--- src/rtl/store_buffer.sv ---
// Store buffer: aligns SB/SH/SW stores into word lanes with byte strobes,
// queues them in order and drains them to the L1 data cache over req/ack.
// Also flags loads whose word matches a store that is still pending.
module store_buffer #(
   parameter int unsigned DEPTH = 4
) (
   input  logic        clk,
   input  logic        rst,
   input  logic        st_valid_i,
   input  logic [2:0]  st_funct3_i,
   input  logic [31:0] st_addr_i,
   input  logic [31:0] st_data_i,
   output logic        st_ready_o,
   input  logic        ld_valid_i,
   input  logic [31:0] ld_addr_i,
   output logic        ld_hazard_o,
   output logic        L1DC_wreq_o,
   output logic [31:0] L1DC_waddr_o,
   output logic [31:0] L1DC_wdata_o,
   output logic [3:0]  L1DC_wstrb_o,
   input  logic        L1DC_wack_i,
   output logic        sb_empty_o
);

   localparam int unsigned PTR_W = $clog2(DEPTH);
   localparam int unsigned CNT_W = PTR_W + 1;
   localparam logic [CNT_W-1:0] FULL = CNT_W'(DEPTH);

   logic [29:0]      ent_addr [DEPTH];
   logic [31:0]      ent_data [DEPTH];
   logic [3:0]       ent_strb [DEPTH];
   logic [DEPTH-1:0] ent_valid;

   logic [PTR_W-1:0] wr_ptr;
   logic [PTR_W-1:0] rd_ptr;
   logic [CNT_W-1:0] count;

   logic        enq_legal;
   logic [31:0] enq_data;
   logic [3:0]  enq_strb;
   logic        enq;
   logic        pop;
   logic        head_valid;
   logic        hit;

   // The low byte-offset bits of a load play no part in the word compare.
   logic unused_ld_bits;
   assign unused_ld_bits = &{1'b0, ld_addr_i[1:0]};

   // Lane alignment and strobe generation for the incoming store.
   always_comb begin
      enq_legal = 1'b0;
      enq_data  = '0;
      enq_strb  = '0;
      case (st_funct3_i)
         3'b000: begin
            enq_legal = 1'b1;
            enq_data  = {4{st_data_i[7:0]}};
            enq_strb  = 4'b0001 << st_addr_i[1:0];
         end
         3'b001: begin
            // Any nonzero offset selects the upper half, as the load path does.
            enq_legal = 1'b1;
            enq_data  = {2{st_data_i[15:0]}};
            enq_strb  = (st_addr_i[1:0] == 2'b00) ? 4'b0011 : 4'b1100;
         end
         3'b010: begin
            enq_legal = 1'b1;
            enq_data  = st_data_i;
            enq_strb  = 4'b1111;
         end
         default: begin
            enq_legal = 1'b0;
         end
      endcase
   end

   assign head_valid  = (count != '0);
   assign st_ready_o  = (count != FULL);
   assign sb_empty_o  = ~head_valid;
   assign L1DC_wreq_o = head_valid;
   assign enq         = st_valid_i && st_ready_o && enq_legal;
   assign pop         = head_valid && L1DC_wack_i;

   // Head entry presented to the cache; forced to zero while empty.
   assign L1DC_waddr_o = head_valid ? {ent_addr[rd_ptr], 2'b00} : '0;
   assign L1DC_wdata_o = head_valid ? ent_data[rd_ptr] : '0;
   assign L1DC_wstrb_o = head_valid ? ent_strb[rd_ptr] : '0;

   // Pointer and occupancy bookkeeping.
   always_ff @(posedge clk or posedge rst) begin
      if (rst) begin
         wr_ptr <= '0;
         rd_ptr <= '0;
         count  <= '0;
      end else begin
         if (enq) wr_ptr <= wr_ptr + PTR_W'(1);
         if (pop) rd_ptr <= rd_ptr + PTR_W'(1);
         if (enq && !pop)      count <= count + CNT_W'(1);
         else if (pop && !enq) count <= count - CNT_W'(1);
      end
   end

   // Per-entry valid bits, used by the load hazard compare.
   always_ff @(posedge clk or posedge rst) begin
      if (rst) begin
         ent_valid <= '0;
      end else begin
         if (pop) ent_valid[rd_ptr] <= 1'b0;
         if (enq) ent_valid[wr_ptr] <= 1'b1;
      end
   end

   // Entry payload storage; contents are qualified by the valid bits.
   always_ff @(posedge clk) begin
      if (enq) begin
         ent_addr[wr_ptr] <= st_addr_i[31:2];
         ent_data[wr_ptr] <= enq_data;
         ent_strb[wr_ptr] <= enq_strb;
      end
   end

   // Word-granular match of the load against every pending store.
   always_comb begin
      hit = 1'b0;
      for (int unsigned i = 0; i < DEPTH; i++) begin
         if (ent_valid[i] && (ent_addr[i] == ld_addr_i[31:2])) hit = 1'b1;
      end
   end

   assign ld_hazard_o = ld_valid_i && hit;

endmodule

--- config.mk ---
export PLATFORM = sky130hd
export DESIGN_NAME = store_buffer
export DESIGN_NICKNAME = d
export VERILOG_FILES = /design/src/rtl/store_buffer.sv
export SDC_FILE = /design/constraint.sdc
export NUM_CORES = 1
export LEC_CHECK = 0
export CORE_MARGIN = 2
export CORE_UTILIZATION = 45
export DETAILED_ROUTE_END_ITERATION = 7
export MAX_ROUTING_LAYER = met4
export PLACE_DENSITY = 0.69
export SLEW_MARGIN = 5
export SYNTH_ARGS = -nofsm -noshare
export SYNTH_HDL_FRONTEND = slang
export SYNTH_SLANG_ARGS = --single-unit
--- constraint.sdc ---
create_clock -name clk -period 4.6 [get_ports clk]
set_input_delay 0.92 -clock clk [delete_from_list [all_inputs] [get_ports clk]]
set_output_delay 0.92 -clock clk [all_outputs]
set_load 0.01 [all_outputs]
==> results of run 1 <==
[cell type report]
class	instances	area [sq um]
clock buffer	43	808
antenna	2	5.00
clock inverter	9	40.0
fill	2240	12100
inverter	9	33.8
sequential	275	8210
multi-input combinational	432	4070
timing repair buffer	185	1880
tap	378	473
[state kept, by name, indices dropped and copies added, names as in the netlist]
signal,cells
ent_data,128
ent_addr,120
ent_strb,16
ent_valid,4
count,3
rd_ptr,2
wr_ptr,2
[how the worst max path moves through the flow]
stage / start / endpoint / slack (ns) / depth (start not counted)
finish: ld_addr_i[25] / ld_hazard_o / 0.39 / 7
CTS: ld_addr_i[25] / ld_hazard_o / 0.39 / 7
floorplan: st_funct3_i[0] / ent_addr[0][0]$_DFFE_PP_ / 1.13 / 4
global placement: ld_addr_i[25] / ld_hazard_o / 0.33 / 7
global route: ld_addr_i[25] / ld_hazard_o / 0.27 / 7
detailed placement: ld_addr_i[25] / ld_hazard_o / 0.38 / 7
[per-layer routing]
layer  vias to the layer above  wire, microns  part of all wire
met4                         0            687             0.023
met3                        48           2230             0.076
met5                         -              0                 0
met1                      3538          11900              0.40
li1                       3210              -                 -
met2                       261          14600              0.50
[worst max-delay path, delay by kind of cell]
kind | cells | cell delay (ns)
buffers and inverters | 2 | 1.15
AOI/OAI and AO/OA | 1 | 0.34
xor gates and xnor gates | 1 | 0.32
and+or+nand+nor | 3 | 0.56
[kinds of logic after synthesis]
| family | count (synthesis) | synth area share |
|---|---|---|
| xor gates and xnor gates | 125 | 0.0870 |
| buffers and inverters | 59 | 0.0257 |
| DFF | 275 | 0.652 |
| AOI/OAI and AO/OA | 35 | 0.0153 |
| and+or+nand+nor | 184 | 0.0827 |
| other | 1 | 0.000298 |
| muxes | 76 | 0.126 |
| adders and majority gates | 10 | 0.0105 |
[where the power goes]
| part | internal, W | switching (W) | leakage [nW] |
|---|---|---|---|
| Clock | 0.00120 | 0.000890 | 0.418 |
| Sequential | 0.00301 | 0.000132 | 2.55 |
| Combinational | 0.00168 | 0.00135 | 2.12 |
[layout by cell type, fill, tap and decap left out, drive strengths merged, types with 20 or more instances in the layout]
master         instances
a21oi                 27
and2                  79
clkbuf                43
clkdlybuf4s50        171
edfxtp               264
mux4                  66
nand2                 24
nand4                 24
nor2                  20
xnor2                 79
xor2                  46
[stage by stage]
step	instances	utilization	cell area [sq um]	total power (W)
global placement	1279	0.531	14700	0.00625
finish	1333	0.561	15500	0.00826
global route	1333	0.561	15500	0.00867
CTS	1331	0.561	15500	0.00837
detailed placement	1279	0.531	14700	0.00625
floorplan	766	-	12600	0.00493
==> impl_results.md, run 1 <==
* Status: finished clean
* Final RePlAce weighted congestion at about 0.9
* Ratio of cells with drive above 1 in the final layout at 0.141
* Final Setup Violations at 0
* Worst Max-Slew Pin Slew at 0.779 ns
* Syn Area/Cell at 16.4 sq um
* Startpoint Class: primary input
* Post-synth top area cell: edfxtp_1
* HP Class: reg -> reg
* Synth cell count leaders: edfxtp_1 (264), and2_1 (79), xnor2_1 (79)
* RSZ-0062 raised after global routing: no
* Later-pin clock latency in the skew report at about 0.54 ns
* Dominant cells by area after synthesis: edfxtp_1 (63%), mux4_2 (12%), xnor2_1 (5.5%)
* Count leader, synth: edfxtp_1
* M1 GR Usage at 0.269
* TNS Setup at 0 ns
* Rows at 61
* Die area at 0.0293 sq mm
* Top_reg_cell synth: edfxtp_1
* Global-route wire length before repair at around 44000 microns
* Global route hottest layer: met2
* Reg clk slew, reported paths at 0.05 ns
* Post-CTS resize count at 0
* DRT iter0 DRCs at 560
* H-tree depth at 1
* Clock Path Buffers at 3
* Rel. slew slack at 0.481
* CTS Buf Count at 29
* RR Startpoint: count[0]$_DFFE_PP0P_
* Post-synth EDFFs at roughly 260
* Initial Util at 0.455
* Fin crit share at 0.914
* Hold Crit Depth at 1
* DR WL/cell at 22.1 microns
* Seq/Total Area, Yosys at 0.652
* Drt total wl at 29400 microns
* PnR worst setup slack at 0.393 ns
* Setup slack, reg-to-reg at 1.43 ns
* Die Wd at roughly 170 microns
* Maxcap violations at 0
* Leak Pwr at 5.09 nW
* Met2 Use GR at 0.343
* R2R cell count at 10
* CTS Hold Bufs at 0
* Cell Area, Synth at between 0.01 and 0.015 sq mm
* Unique masters post-synth at 34
* Root buffer cell: clkbuf_16
* PwrDens at 532 mW/mm^2
* Worst EP arrival at 3.29 ns
* Seq cells post-synth at 275
* Max Transition Viols Final at 0
* Pin count of the biggest net entering global routing at 68
* Share of the synthesized area in the top cell type at 0.630
* Req. time, crit path at 3.68 ns
* I/O Buffers at 171
* Drt via density at about 5.3
* GRT overflow at 0
* CP max-delay cell: clkdlybuf4s50_1
* Hold Path Sink: count[2]$_DFFE_PP0P_
* Detailed placement HPWL at 19700 microns
* Synthesis-to-finish area growth at 23.3%
* Final hold slack at 0.486 ns
* # Post-CTS Setup Buffers at 0
* Worst-path cell chain: clkdlybuf4s50_1, xnor2_1, nand4_1, nor4_1, nand4_1, a41oi_1, clkdlybuf4s50_1
* DR vias at between 7000 and 8000
* Antenna violations before repair at 2
* FF-to-FF End: count[2]$_DFFE_PP0P_
* Fin crit period at 4.21 ns
* Core area at 0.0276 sq mm
* Routing usage on met3 at 0.0416
* CP endpoint kind: primary output
* Vias in the first global route at 7241
* CTS tree: built
* Max IR drop VDD at between 0.0002 and 0.0003 V
* Place WS at 0.383 ns
* Drt first pass iters at 5
* Syn Inst Count at 765
* Hold Fails Final Rpt at 0
* Critical path's largest stage delay at 0.60 ns
* Synth Warn # at 0
* GRT Util Overall at 0.209
* Final #Nets at 1046
* Clk_skew at 0.0171 ns
* Post-route ant nets at 0
* Worst setup path category: in -> out
* Die Span Y at 171 microns
* Residual DRC at 0
* Hold path startpoint: count[2]$_DFFE_PP0P_
* Worst-path maximum fanout at 4
* Ys async rst share at 0.0400
* Fmax at 238 MHz
* Clk sinks at 275
* Top Ports at roughly 180
Note: power is estimated with default switching activity, not from simulation.
==> run 2: changes to the inputs <==
- CTS_CLUSTER_SIZE: not set -> 10
==> run 2 against run 1 <==
  * Sequential cell count did not move
  * Combinational power barely moved
  * Sequential share of layout area hardly changed
  * Via count decreased by 1.1%
  * Non-clock buffer count unchanged
==> impl_results.md, run 2 (synthesis gave the netlist of run 1 again) <==
* Max IR drop VDD at 0.000328 V
* Status: finished clean
* Synthesis-to-finish area growth at 23.3%
* Global-route wire length before repair at 43700 microns
* CTS tree: built
* Filler instances at 2261
* Fin crit share at 0.920
* Fmax at 236 MHz
* Max Transition Viols Final at 0
* Fin crit period at between 4 and 5 ns
* Detailed placement HPWL at 19700 microns
* Hold Fails Final Rpt at 0
* Worst Max-Slew Pin Slew at 0.758 ns
* Drt via density at between 5 and 6
* Die Wd at 171 microns
* Later-pin clock latency in the skew report at 0.54 ns
* Critical path's largest stage delay at approximately 0.59 ns
* Vias in the first global route at 7255
* CTS Hold Bufs at 0
* Startpoint Class: primary input
* Req. time, crit path at ~3.7 ns
* H-tree depth at 1
* Max reg flops at approximately 130
* Clk_skew at 0.00820 ns
* Met3 WL at 2090 microns
* Worst-path maximum fanout at 4
* Maxcap violations at 0
* Pin count of the biggest net entering global routing at 68
* Final RePlAce weighted congestion at between 0.8 and 0.9
* Leak Pwr at 5.07 nW
* DRT iter0 DRCs at 473
* Die Span Y at 171 microns
* Top Metal Used: met4
* Met2 wire length at 14600 microns
* Drt first pass iters at 4
* I/O Buffers at 171
* Design area at between 0.015 and 0.02 sq mm
* TNS Setup at 0 ns
* Worst-path cell chain: clkdlybuf4s50_1, xnor2_1, nand4_1, nor4_1, nand4_1, a41oi_1, clkdlybuf4s50_1
* HP Class: reg -> reg
* DR WL/cell at roughly 22 microns
* Worst setup path category: in -> out
* Root buffer cell: clkbuf_16
* Worst EP arrival at roughly 3.3 ns
* Initial Util at 0.455
* Top Ports at about 180
* Placed Area at 0.0147 sq mm
* Rows at 61
* Final Setup Violations at 0
* Post-route ant nets at 0
* PwrDens at 533 mW/mm^2
* Biggest regs: ent_data x128, ent_addr x120, ent_strb x16
* Post-CTS resize count at 0
* Place WS at 0.383 ns
* Commonest non-fill, non-tap cell in the layout: edfxtp_1
* Die area at 0.0293 sq mm
* CP max-delay cell: clkdlybuf4s50_1
* Layout Utilization at 0.561
* Clock Path Buffers at 3
* Ratio of cells with drive above 1 in the final layout at 0.136
* GRT Util Overall at 0.208
* DR vias at 6976
* CTS Buf Count at 31
* Final #Nets at around 1000
* Rel. slew slack at 0.494
* Residual DRC at 0
* Most frequent cells in the layout: edfxtp_1 (264), clkdlybuf4s50_1 (171), xnor2_1 (79)
* Core area at 0.0276 sq mm
* Drt total wl at 29400 microns
* PnR worst setup slack at ~0.37 ns
* RSZ-0062 raised after global routing: no
* CP endpoint kind: primary output
* Reg clk slew, reported paths at 0.05 ns
* GRT overflow at 0
* Reg with most FFs: ent_data
* Clk sinks at between 200 and 300
* Final hold slack at 0.486 ns
* # Post-CTS Setup Buffers at 0
* Antenna violations before repair at 2
* Wl on met1 at 12200 microns
-- run 2: cell count changes in the layout (fill, tap and decap cells not counted), sizes merged --
cell    previous run  this run
clkinv             9         0
clkbuf            43        45
-- run 2: power by group --
part           internal (W)  switching, W  leakage (nW)
combinational       0.00168       0.00134          2.12
sequential          0.00301      0.000131          2.55
clock               0.00123      0.000877         0.405
total               0.00592       0.00235          5.07
-- run 2: final timing paths --
| kind | depth (start not counted) | slack, ns | start | to |
|---|---|---|---|---|
| max | 7 | 0.37 | ld_addr_i[25] | ld_hazard_o |
| min reg2reg | 1 | 0.49 | count[2]$_DFFE_PP0P_ | count[2]$_DFFE_PP0P_ |
| max reg2reg | 10 | 1.44 | count[0]$_DFFE_PP0P_ | count[2]$_DFFE_PP0P_ |
| min in group asynchronous | 2 | 0.69 | rst | count[0]$_DFFE_PP0P_ |
| min | 1 | 0.49 | count[2]$_DFFE_PP0P_ | count[2]$_DFFE_PP0P_ |
| max in group asynchronous | 2 | 3.55 | rst | rd_ptr[0]$_DFFE_PP0P_ |
-- run 2: final cells by class --
class	count	area, sq um	area share
Clock buffer	45	838	0.0541
Antenna cell	2	5.00	0.000323
Multi-Input combinational cell	432	4070	0.262
Timing Repair Buffer	185	1880	0.121
Sequential cell	275	8210	0.529
Inverter	9	33.8	0.00218
Tap cell	378	473	0.0305
-- run 2: metal layers --
metal | GRT usage | up-vias
li1 | - | 3207
met1 | 0.266 | 3488
met2 | 0.344 | 245
met3 | 0.0421 | 36
met4 | 0.0531 | 0
met5 | - | -
-- run 2: critical path, delay by kind of cell --
family,cells,cell delay [ns]
xor gates and xnor gates,1,0.34
and+or+nand+nor,3,0.59
AOI/OAI and AO/OA,1,0.33
buffers and inverters,2,1.13
-- run 2: through the flow --
| stage | std cells | total power [W] |
|---|---|---|
| 5_1_grt | 1326 | 0.00868 |
| 4_1_cts | 1324 | 0.00838 |
| 3_3_place_gp | 1279 | 0.00625 |
| 6_report | 1326 | 0.00827 |
| 2_1_floorplan | 766 | 0.00493 |
| 3_5_place_dp | 1279 | 0.00625 |
